$ cat src/rtl/lc3_decode.sv
// lc3_decode: LC-3 decode stage that registers the fetched instruction, its NPC,
// and the execute/writeback/memory control fields decoded from it.
module lc3_decode (
    input  logic        clock,
    input  logic        reset,
    input  logic        enable_decode,
    input  logic [15:0] instr_dout,
    input  logic [15:0] npc_in,
    output logic [15:0] IR,
    output logic [15:0] npc_out,
    output logic [5:0]  E_Control,
    output logic [1:0]  W_Control,
    output logic        Mem_Control,
    output logic        decode_valid,
    output logic        illegal_instr
);
    logic [3:0]  op;
    logic        is_add, is_and, is_not, is_br, is_jmp, is_ld, is_ldr, is_ldi;
    logic        is_lea, is_st, is_str, is_sti, use_off9;
    logic [15:0] ir_q, npc_q;
    logic [5:0]  e_q, e_d;
    logic [1:0]  w_q, w_d;
    logic        m_q, m_d, v_q, ill_q, ill_d;

    assign op       = instr_dout[15:12];
    assign is_add   = op == 4'h1;
    assign is_and   = op == 4'h5;
    assign is_not   = op == 4'h9;
    assign is_br    = op == 4'h0;
    assign is_jmp   = op == 4'hC;
    assign is_ld    = op == 4'h2;
    assign is_ldr   = op == 4'h6;
    assign is_ldi   = op == 4'hA;
    assign is_lea   = op == 4'hE;
    assign is_st    = op == 4'h3;
    assign is_str   = op == 4'h7;
    assign is_sti   = op == 4'hB;
    assign use_off9 = is_br | is_ld | is_ldi | is_st | is_sti | is_lea;

    // Unsupported opcodes match none of the terms below, so their controls fall to 0.
    always_comb begin
        e_d   = {is_not ? 2'b10 : is_and ? 2'b01 : 2'b00,
                 use_off9 ? 2'b01 : (is_ldr | is_str) ? 2'b10 : is_jmp ? 2'b11 : 2'b00,
                 use_off9,
                 (is_add | is_and) & ~instr_dout[5]};
        w_d   = is_lea ? 2'b01 : (is_ld | is_ldr | is_ldi) ? 2'b10 : 2'b00;
        m_d   = is_ldi | is_sti;
        ill_d = (op == 4'h4) | (op == 4'h8) | (op == 4'hD) | (op == 4'hF);
    end

    always_ff @(posedge clock or posedge reset) begin
        if (reset) begin
            ir_q  <= '0;
            npc_q <= '0;
            e_q   <= '0;
            w_q   <= '0;
            m_q   <= 1'b0;
            v_q   <= 1'b0;
            ill_q <= 1'b0;
        end else begin
            v_q <= enable_decode;
            if (enable_decode) begin
                ir_q  <= instr_dout;
                npc_q <= npc_in;
                e_q   <= e_d;
                w_q   <= w_d;
                m_q   <= m_d;
                ill_q <= ill_d;
            end
        end
    end

    assign IR            = ir_q;
    assign npc_out       = npc_q;
    assign E_Control     = e_q;
    assign W_Control     = w_q;
    assign Mem_Control   = m_q;
    assign decode_valid  = v_q;
    assign illegal_instr = ill_q;
endmodule

$ cat config.mk
export PLATFORM = sky130hd
export DESIGN_NAME = lc3_decode
export DESIGN_NICKNAME = d
export VERILOG_FILES = /design/src/rtl/lc3_decode.sv
export SDC_FILE = /design/constraint.sdc
export NUM_CORES = 1
export LEC_CHECK = 0
export CAP_MARGIN = 20
export CORE_UTILIZATION = 31
export CTS_BUF_LIST = sky130_fd_sc_hd__clkbuf_2 sky130_fd_sc_hd__clkbuf_4 sky130_fd_sc_hd__clkbuf_8
export CTS_CLUSTER_DIAMETER = 40
export DETAILED_ROUTE_END_ITERATION = 10
export PLACE_DENSITY = 0.74
export SLEW_MARGIN = 20
export SYNTH_ARGS = -nofsm -noshare
export SYNTH_HDL_FRONTEND = slang
export SYNTH_SLANG_ARGS = --single-unit
$ cat constraint.sdc
create_clock -name clock -period 3.1 [get_ports clock]
set_input_delay 0.465 -clock clock [delete_from_list [all_inputs] [get_ports clock]]
set_output_delay 0.465 -clock clock [all_outputs]
set_load 0.01 [all_outputs]
==> flow_summary_export.csv <==
group,metric,value,unit
routing,wl_per_cell,12.8,um
cts,worstSkewPairLatency,280,ps
yosys,ys_top_cells_by_area,"dfrtp_1 (62%), mux2_1 (19%), buf_6 (3.2%), inv_1 (2.4%), o21ai_1 (2.0%)",
yosys,synth.net_count,162,
power_and_ir_drop,p_per_area,469,nW/um2
timing,finalSetupViolations,0,
timing,worst_pin_slew,884,ps
power_and_ir_drop,cellLeakagePower,1.07,nW
layout,final_cells,273,
timing,hold_viol_final,0,
hold_path,hp-start,"IR[1]",
routing,drt-vias-per-instance,4.46,
yosys,ys_seq_area_frac,0.620,
cts,clockRootBuffer,"clkbuf_8",
timing,fin_hold_ws,486,ps
routing,dr_total_vias,1217,
layout,final_core_util,0.496,
yosys,yosysTopAreaCell,"dfrtp_1",
timing,rsz0062_at_grt,"no",
timing,min_period_over_period,0.547,
yosys,avgSynthCellArea,13.7,um2
timing,relSlewSlack,0.410,
cts,path_clk_slew,70,ps
timing,final.setup.tns,0,ps
critical_path,reg2reg_depth,1,
yosys,synth_seq_cells,43,
cts,cts_setup_buffers,0,
cts,ctsHoldBuffers,0,
yosys,yosys_most_used_dff,"dfrtp_1",
floorplan,rows,26,
global_route,antenna_found_initial,0,
yosys,synth_edf_count,0,
layout,nets,239,
placed_design,dp_cells,267,
routing,drc_errors,0,
cts,cts_buffers,5,
critical_path,worst_setup_path_end_kind,"output pin",
critical_path,crit_path_start_kind,"flop",
yosys,syn_inst,127,
critical_path,crit_start,"IR[13]",
hold_path,hold_class,"reg2reg",
yosys,async_flop_share,1.00,
routing,drt_first_pass_iters,3,
timing,finalMaxSlewViolations,0,
layout,drive_gt1_frac,0.0591,
yosys,synth_top_area_share,0.620,
hold_path,hold_path_depth,1,
flow_run,drv_cap,0,
critical_path,crit_path_max_incr_delay,570,ps
hold_path,min_to,"IR[1]",
routing,final_antenna_net_count,0,
critical_path,rr_endpoint,"IR[13]",
cts,cts_resized,0,
routing,drt_iter0_drc,48,
critical_path,worstSetupPathType,"reg2out",
floorplan,core,5240,um2
floorplan,ioPinCount,78,
critical_path,reg2reg_slack,2310,ps
timing,fin_crit,1690,ps
critical_path,cpLargestDelayFamily,"buffers and inverters",
floorplan,die_y,76.8,um
yosys,synthDistinctLibCells,22,
yosys,ys_warn_count,0,
global_route,grt_pass1_wl,5.76,mm
placed_design,place_hpwl,2.43,mm
routing,wirelength,3.50,mm
global_route,grt_use_total,0.125,
yosys,ys_top_cells_by_count,"dfrtp_1 (43), mux2_1 (30), inv_1 (11), o21ai_1 (7)",
floorplan,chipWidth,76.8,um
global_route,gr-total-overflow,0,
cts,cts_buffer_depth,2,
global_route,grt_max_degree,44,
cts,cts_tree,"yes",
critical_path,slowest_stage,"clkdlybuf4s50_1",
timing,fmax,0.590,GHz
cts,cts.htree.levels,2,
floorplan,dieArea,5900,um2
placed_design,routabilityCongestion,0.670,
layout,syn2layout_area_growth,49.7,%
placed_design,port_buffers,77,
yosys,syn_area,1740,um2
yosys,yosysMostFrequentCell,"dfrtp_1",
critical_path,worst_ep_required_time,2630,ps
critical_path,cp_max_fo,2,
outcome,status,"finished clean",
critical_path,cp_num_buf_inv,1,
timing,skew,0,ps
power_and_ir_drop,fin_total_pwr,0.00122,W
critical_path,crit_chain,"clkdlybuf4s50_1",
layout,antennaDiodeCount,0,
power_and_ir_drop,irDropWorstVdd,0.205,mV
critical_path,worstReg2RegStart,"IR[13]",
global_route,first_global_vias,1208,
critical_path,critPathArrivalTime,1230,ps
floorplan,start_util,0.331,
cts,cts_sinks,43,
## cells by family (layout without fill, tap and decap cells)
logic type / count (synthesis) / count (layout) / synth area share
compound gates: 15 / 15 / 0.0555
buf+inv: 19 / 95 / 0.0663
mux: 31 / 31 / 0.200
flops: 43 / 43 / 0.620
simple gates: 19 / 19 / 0.0577
## layout by cell type (no fill, tap or decap), drive strengths merged, types with 3 or more instances in the layout
master	netlist	final
a21oi	3	3
clkbuf	0	6
clkdlybuf4s50	0	76
dfrtp	43	43
inv	11	11
mux2	30	30
nand2	5	5
nand3	4	4
nor2b	3	3
o21ai	7	7
## routing by layer
layer | global-route usage | share of wire | up-vias
li1 | - | - | 580
met1 | 0.163 | 0.46 | 580
met2 | 0.186 | 0.44 | 53
met3 | 0.0548 | 0.095 | 4
met4 | 0.0404 | 0.0077 | 0
met5 | 0 | 0 | -
## flip-flops by register name, indices dropped and copies added, names as in the netlist
signal         flops
E_Control          6
IR                16
Mem_Control        1
W_Control          2
decode_valid       1
illegal_instr      1
npc_out           16
## stage by stage
| step | area, um2 | worst slack [ps] |
|---|---|---|
| 3_3_place_gp | 2520 | 1360 |
| 6_report | 2600 | 1410 |
| 5_1_grt | 2600 | 1360 |
| 4_1_cts | 2600 | 1410 |
| 3_5_place_dp | 2520 | 1330 |
| 2_1_floorplan | 1740 | 1630 |
## final cells by class
type	instances	area [um2]
fillers	478	2640
flip-flops and latches	43	1080
repair buffers	78	773
multi-input cells	65	544
well taps	70	87.6
clock buffers	6	76.3
inverters	11	41.3
## worst max-delay path by stage
stage | slack (ps) | depth (start not counted) | to
floorplan | 1630 | 1 | E_Control[0]
global placement | 1360 | 3 | IR[4]
detailed placement | 1330 | 3 | IR[4]
CTS | 1410 | 1 | IR[13]
global route | 1360 | 1 | IR[13]
finish | 1410 | 1 | IR[13]
## power by group
part           switching [W]  internal (W)  total [W]
Clock               0.000168      0.000159   0.000326
Combinational      0.0000980      0.000158   0.000256
Sequential         0.0000245      0.000612   0.000636
No activity file was read; power rests on OpenSTA's default activity.
==> variant 1, RTL diff (same settings) <==
Make the reset (`reset`) synchronous in one clocked block.
--- a/src/rtl/lc3_decode.sv
+++ b/src/rtl/lc3_decode.sv
@@ -48,7 +48,7 @@
         ill_d = (op == 4'h4) | (op == 4'h8) | (op == 4'hD) | (op == 4'hF);
     end
 
-    always_ff @(posedge clock or posedge reset) begin
+    always_ff @(posedge clock) begin
         if (reset) begin
             ir_q  <= '0;
             npc_q <= '0;
Formal check against the unedited RTL: differs if reset is asserted again (counterexample within 4 cycles, from zero or initial values and one cycle with reset high); with reset held inactive, the same outputs for 10 cycles.
==> variant 1 against the unedited design <==
Non-clock buffer count up 1; final cell count up 12%; sequential cell count unchanged; total power is 5.5% lower; die area fell by 4.2%; largest power group unchanged; setup slack gained 0.045 ns; synthesized cell count grew 29%; highest routed layer unchanged; wire length up 5.3%; synthesized area down 4.3%; cell area shrank 2.9%; largest cell class unchanged.
==> variant 1: results <==
export IMPL_drt_iter0_drc=56
export IMPL_grt_pass1_wl_mm=5.53
export IMPL_clock_power_uw=353
export IMPL_post_place_cells=299
export IMPL_ys_async_sr_fraction_pct=0
export IMPL_p_leak_uw=0.00102
export IMPL_synth_warnings=0
export IMPL_synth_common_cells="43 x dfxtp_1, 38 x nor2_1, 33 x mux2i_1"
export IMPL_clkTransAtPathRegs_ns=0.07
export IMPL_synth_flop_cell="dfxtp_1"
export IMPL_cp_startpoint="E_Control[0]"
export IMPL_r2r_cells=2
export IMPL_clockBufferDepth=2
export IMPL_firstDrtPassIters=4
export IMPL_rrSetupSlack_ns=2.39
export IMPL_grt_total_usage_pct=13.1
export IMPL_grt_pass1_vias=1221
export IMPL_synth_area_top_cells="dfxtp_1 52%, mux2i_1 20%, nor2_1 8.6%, buf_4 2.3%, a21oi_1 1.8%"
export IMPL_gp_congestion=0.697
export IMPL_detailed_place_hpwl_mm=2.55
export IMPL_synthMuxAreaShare_pct=19.9
export IMPL_postPlaceCellArea_mm2=0.00244
export IMPL_pwr_share_seq_pct=51.8
export IMPL_synth_net_count=199
export IMPL_min_from="Mem_Control"
export IMPL_cts_root_buffer="clkbuf_8"
export IMPL_drive_gt1_share_pct=6.36
export IMPL_via_per_inst=4.40
export IMPL_timing_hold_ws_ns=0.476
export IMPL_worstHoldPathCells=2
export IMPL_synth_compound_area_share_pct=4.90
export IMPL_place_ws_ns=1.14
export IMPL_fin_nets=271
export IMPL_wl_per_cell_um=12.0
export IMPL_r2r_end="E_Control[2]"
export IMPL_r2r_start="E_Control[2]"
export IMPL_fillers=516
export IMPL_clkPwrFrac_pct=30.6
export IMPL_slowest_delay_ns=0.55
export IMPL_seq_area_frac_synth_pct=51.8
export IMPL_worst_ir_drop_vdd_mv=0.246
export IMPL_syn_area_per_cell_um2=10.1
export IMPL_intPower_uw=877
export IMPL_vias=1347
export IMPL_status="complete, no violations"
export IMPL_maxSlewHeadroom_pct=59.2
export IMPL_synth_cell_types=28
variant 1: cell count changes in the layout (fill, tap and decap cells not counted), moves of 3 or more:
cell	change
a21oi_1	+5
mux2i_1	+32
inv_1	-9
dfxtp_1	+43
dfrtp_1	-43
mux2_1	-30
o21ai_1	-7
nand2_1	+3
nor2_1	+36
variant 1: logic make-up after synthesis:
kind of cell           after synthesis
and+or+nand+nor                     60
DFF                                 43
muxes                               33
buffers and inverters               16
AOI/OAI and AO/OA                   12
variant 1: worst min-delay path: cells and delay by family (launching register included):
kind               cells  cell delay (ns)
DFF                    1             0.32
and+or+nand+nor        1             0.06
AOI/OAI and AO/OA      1             0.05
variant 1: layer usage:
| metal | vias to the layer above | routed length (um) | part of all wire, % | GRT usage [%] |
|---|---|---|---|---|
| li1 | 686 | - | - | - |
| met1 | 610 | 1630 | 44 | 16.1 |
| met3 | 5 | 316 | 8.6 | 5.49 |
| met4 | 0 | 42 | 1.1 | 5.56 |
| met5 | - | 0 | 0 | 0 |
| met2 | 46 | 1700 | 46 | 20.2 |
variant 1: how the worst max path moves through the flow:
stage / endpoint / slack [ns] / cells past startpoint
after CTS: E_Control[0] / 1.42 / 1
after detailed placement: E_Control[1] / 1.14 / 4
after global placement: E_Control[1] / 1.20 / 4
final: E_Control[0] / 1.45 / 1
after global routing: E_Control[1] / 1.32 / 4
after floorplan: IR[10] / 1.90 / 4
variant 1: cell type report:
class / count / area [um2] / area share, %
flip-flops and latches: 43 / 861 / 34.1
repair buffers: 79 / 781 / 30.9
multi-input cells: 105 / 699 / 27.7
well taps: 70 / 87.6 / 3.47
clock buffers: 6 / 82.6 / 3.27
inverters: 2 / 7.51 / 0.297
clock inverters: 1 / 5.00 / 0.198
==> variant 2, RTL diff (same settings) <==
Made on the original files. Register the inputs `enable_decode`, `instr_dout` and `npc_in` before use, cleared by the reset. The logic sees them one clock later.
--- a/src/rtl/lc3_decode.sv
+++ b/src/rtl/lc3_decode.sv
@@ -14,6 +14,23 @@
     output logic        decode_valid,
     output logic        illegal_instr
 );
+
+    logic enable_decode_q;
+    logic [15:0] instr_dout_q;
+    logic [15:0] npc_r;
+
+    always_ff @(posedge clock or posedge reset) begin
+        if (reset) begin
+            enable_decode_q <= '0;
+            instr_dout_q    <= '0;
+            npc_r           <= '0;
+        end else begin
+            enable_decode_q <= enable_decode;
+            instr_dout_q    <= instr_dout;
+            npc_r           <= npc_in;
+        end
+    end
+
     logic [3:0]  op;
     logic        is_add, is_and, is_not, is_br, is_jmp, is_ld, is_ldr, is_ldi;
     logic        is_lea, is_st, is_str, is_sti, use_off9;
@@ -22,7 +39,7 @@
     logic [1:0]  w_q, w_d;
     logic        m_q, m_d, v_q, ill_q, ill_d;
 
-    assign op       = instr_dout[15:12];
+    assign op       = instr_dout_q[15:12];
     assign is_add   = op == 4'h1;
     assign is_and   = op == 4'h5;
     assign is_not   = op == 4'h9;
@@ -42,7 +59,7 @@
         e_d   = {is_not ? 2'b10 : is_and ? 2'b01 : 2'b00,
                  use_off9 ? 2'b01 : (is_ldr | is_str) ? 2'b10 : is_jmp ? 2'b11 : 2'b00,
                  use_off9,
-                 (is_add | is_and) & ~instr_dout[5]};
+                 (is_add | is_and) & ~instr_dout_q[5]};
         w_d   = is_lea ? 2'b01 : (is_ld | is_ldr | is_ldi) ? 2'b10 : 2'b00;
         m_d   = is_ldi | is_sti;
         ill_d = (op == 4'h4) | (op == 4'h8) | (op == 4'hD) | (op == 4'hF);
@@ -58,10 +75,10 @@
             v_q   <= 1'b0;
             ill_q <= 1'b0;
         end else begin
-            v_q <= enable_decode;
-            if (enable_decode) begin
-                ir_q  <= instr_dout;
-                npc_q <= npc_in;
+            v_q <= enable_decode_q;
+            if (enable_decode_q) begin
+                ir_q  <= instr_dout_q;
+                npc_q <= npc_r;
                 e_q   <= e_d;
                 w_q   <= w_d;
                 m_q   <= m_d;
Function: changed (Yosys sat finds a counterexample within 4 cycles, from zero or initial values and one cycle with reset high).
==> variant 2 against the unedited design <==
Die area is 44% higher; synthesized area is 45% higher; cell area is 38% higher; non-clock buffer count is 1 higher; global-route usage is 0.90 points lower; largest cell class unchanged; setup slack worse by 0.062 ns; sequential power is 75% higher; wire length is 29% higher; total power is 72% higher; synthesized cell count is 20% higher; utilization is 3.8 points lower; critical endpoint is now illegal_instr; sequential cell count is 33 higher; final cell count is 25% higher.
==> variant 2: results <==
export IMPL_use_met1_pct=15.9
export IMPL_grt_total_usage_pct=11.6
export IMPL_pg_seq_uw=1110
export IMPL_detailed_place_hpwl_mm=3.03
export IMPL_wirelength_mm=4.50
export IMPL_wl_per_cell_um=13.2
export IMPL_p_comb_share_pct=12.3
export IMPL_fin_nets=270
export IMPL_wl_met1_mm=2.14
export IMPL_maxSlewHeadroom_pct=35.3
export IMPL_cts_sinks=76
export IMPL_met2_length_mm=1.90
export IMPL_grt_max_degree=48
export IMPL_routed_wl_met3_um=393
export IMPL_critPathArrivalTime_ns=1.29
export IMPL_postPlaceCellArea_mm2=0.00338
export IMPL_met2_usage_pct=15.8
export IMPL_worst_ir_drop_vdd_mv=0.233
export IMPL_cts_max_level=3
export IMPL_fillers=700
export IMPL_synthCells=153
export IMPL_synth_area_top_cells="dfrtp_1 76%, mux2_2 15%, inv_1 1.2%, nor2_1 1.0%, buf_2 0.99%"
export IMPL_synth_net_count=188
export IMPL_firstDrtPassIters=4
export IMPL_p_leak_uw=0.00152
export IMPL_synth_common_cells="76 x dfrtp_1, 33 x mux2_2, 8 x inv_1"
export IMPL_grt_use_met3_pct=4.48
export IMPL_place_ws_ns=1.38
export IMPL_min_from="npc_r[2]"
export IMPL_r2r_start="enable_decode_q"
export IMPL_drt_iter0_drc=64
export IMPL_grt_pass1_vias=1525
export IMPL_clkPwrFrac_pct=34.6
export IMPL_status="complete, no violations"
export IMPL_via_per_inst=4.26
export IMPL_cp_startpoint="illegal_instr"
export IMPL_drive_gt1_share_pct=21.8
[variant 2: cell types whose count changed after synthesis, moves of 4 or more]
| cell | delta |
|---|---|
| dfrtp_1 | +33 |
| mux2_2 | +33 |
| mux2_1 | -30 |
| o21ai_1 | -7 |
| nor2_1 | +5 |
| buf_6 | -4 |
| nand3_1 | -4 |
[variant 2: area by class of cell]
type                            instances  area (um2)  share of cell area [%]
Clock buffer                           10         138                    3.85
Inverter                                8        31.3                   0.875
Tap cell                              102         128                    3.57
Multi-Input combinational cell         61         537                    15.0
Sequential cell                        76        1900                    53.2
Timing Repair Buffer                   79         786                    22.0
Clock inverter                          5        52.6                    1.47
[variant 2: final timing paths]
path                       depth (start not counted)  slack [ns]       endpoint
hold reg to reg                                    1        0.47     npc_out[2]
setup reg to reg                                   3        1.43   W_Control[1]
setup / recovery                                   1        1.34  illegal_instr
max in group asynchronous                          3        1.85          IR[2]
hold / removal                                     1        0.47     npc_out[2]
min in group asynchronous                          2        0.51     npc_out[4]
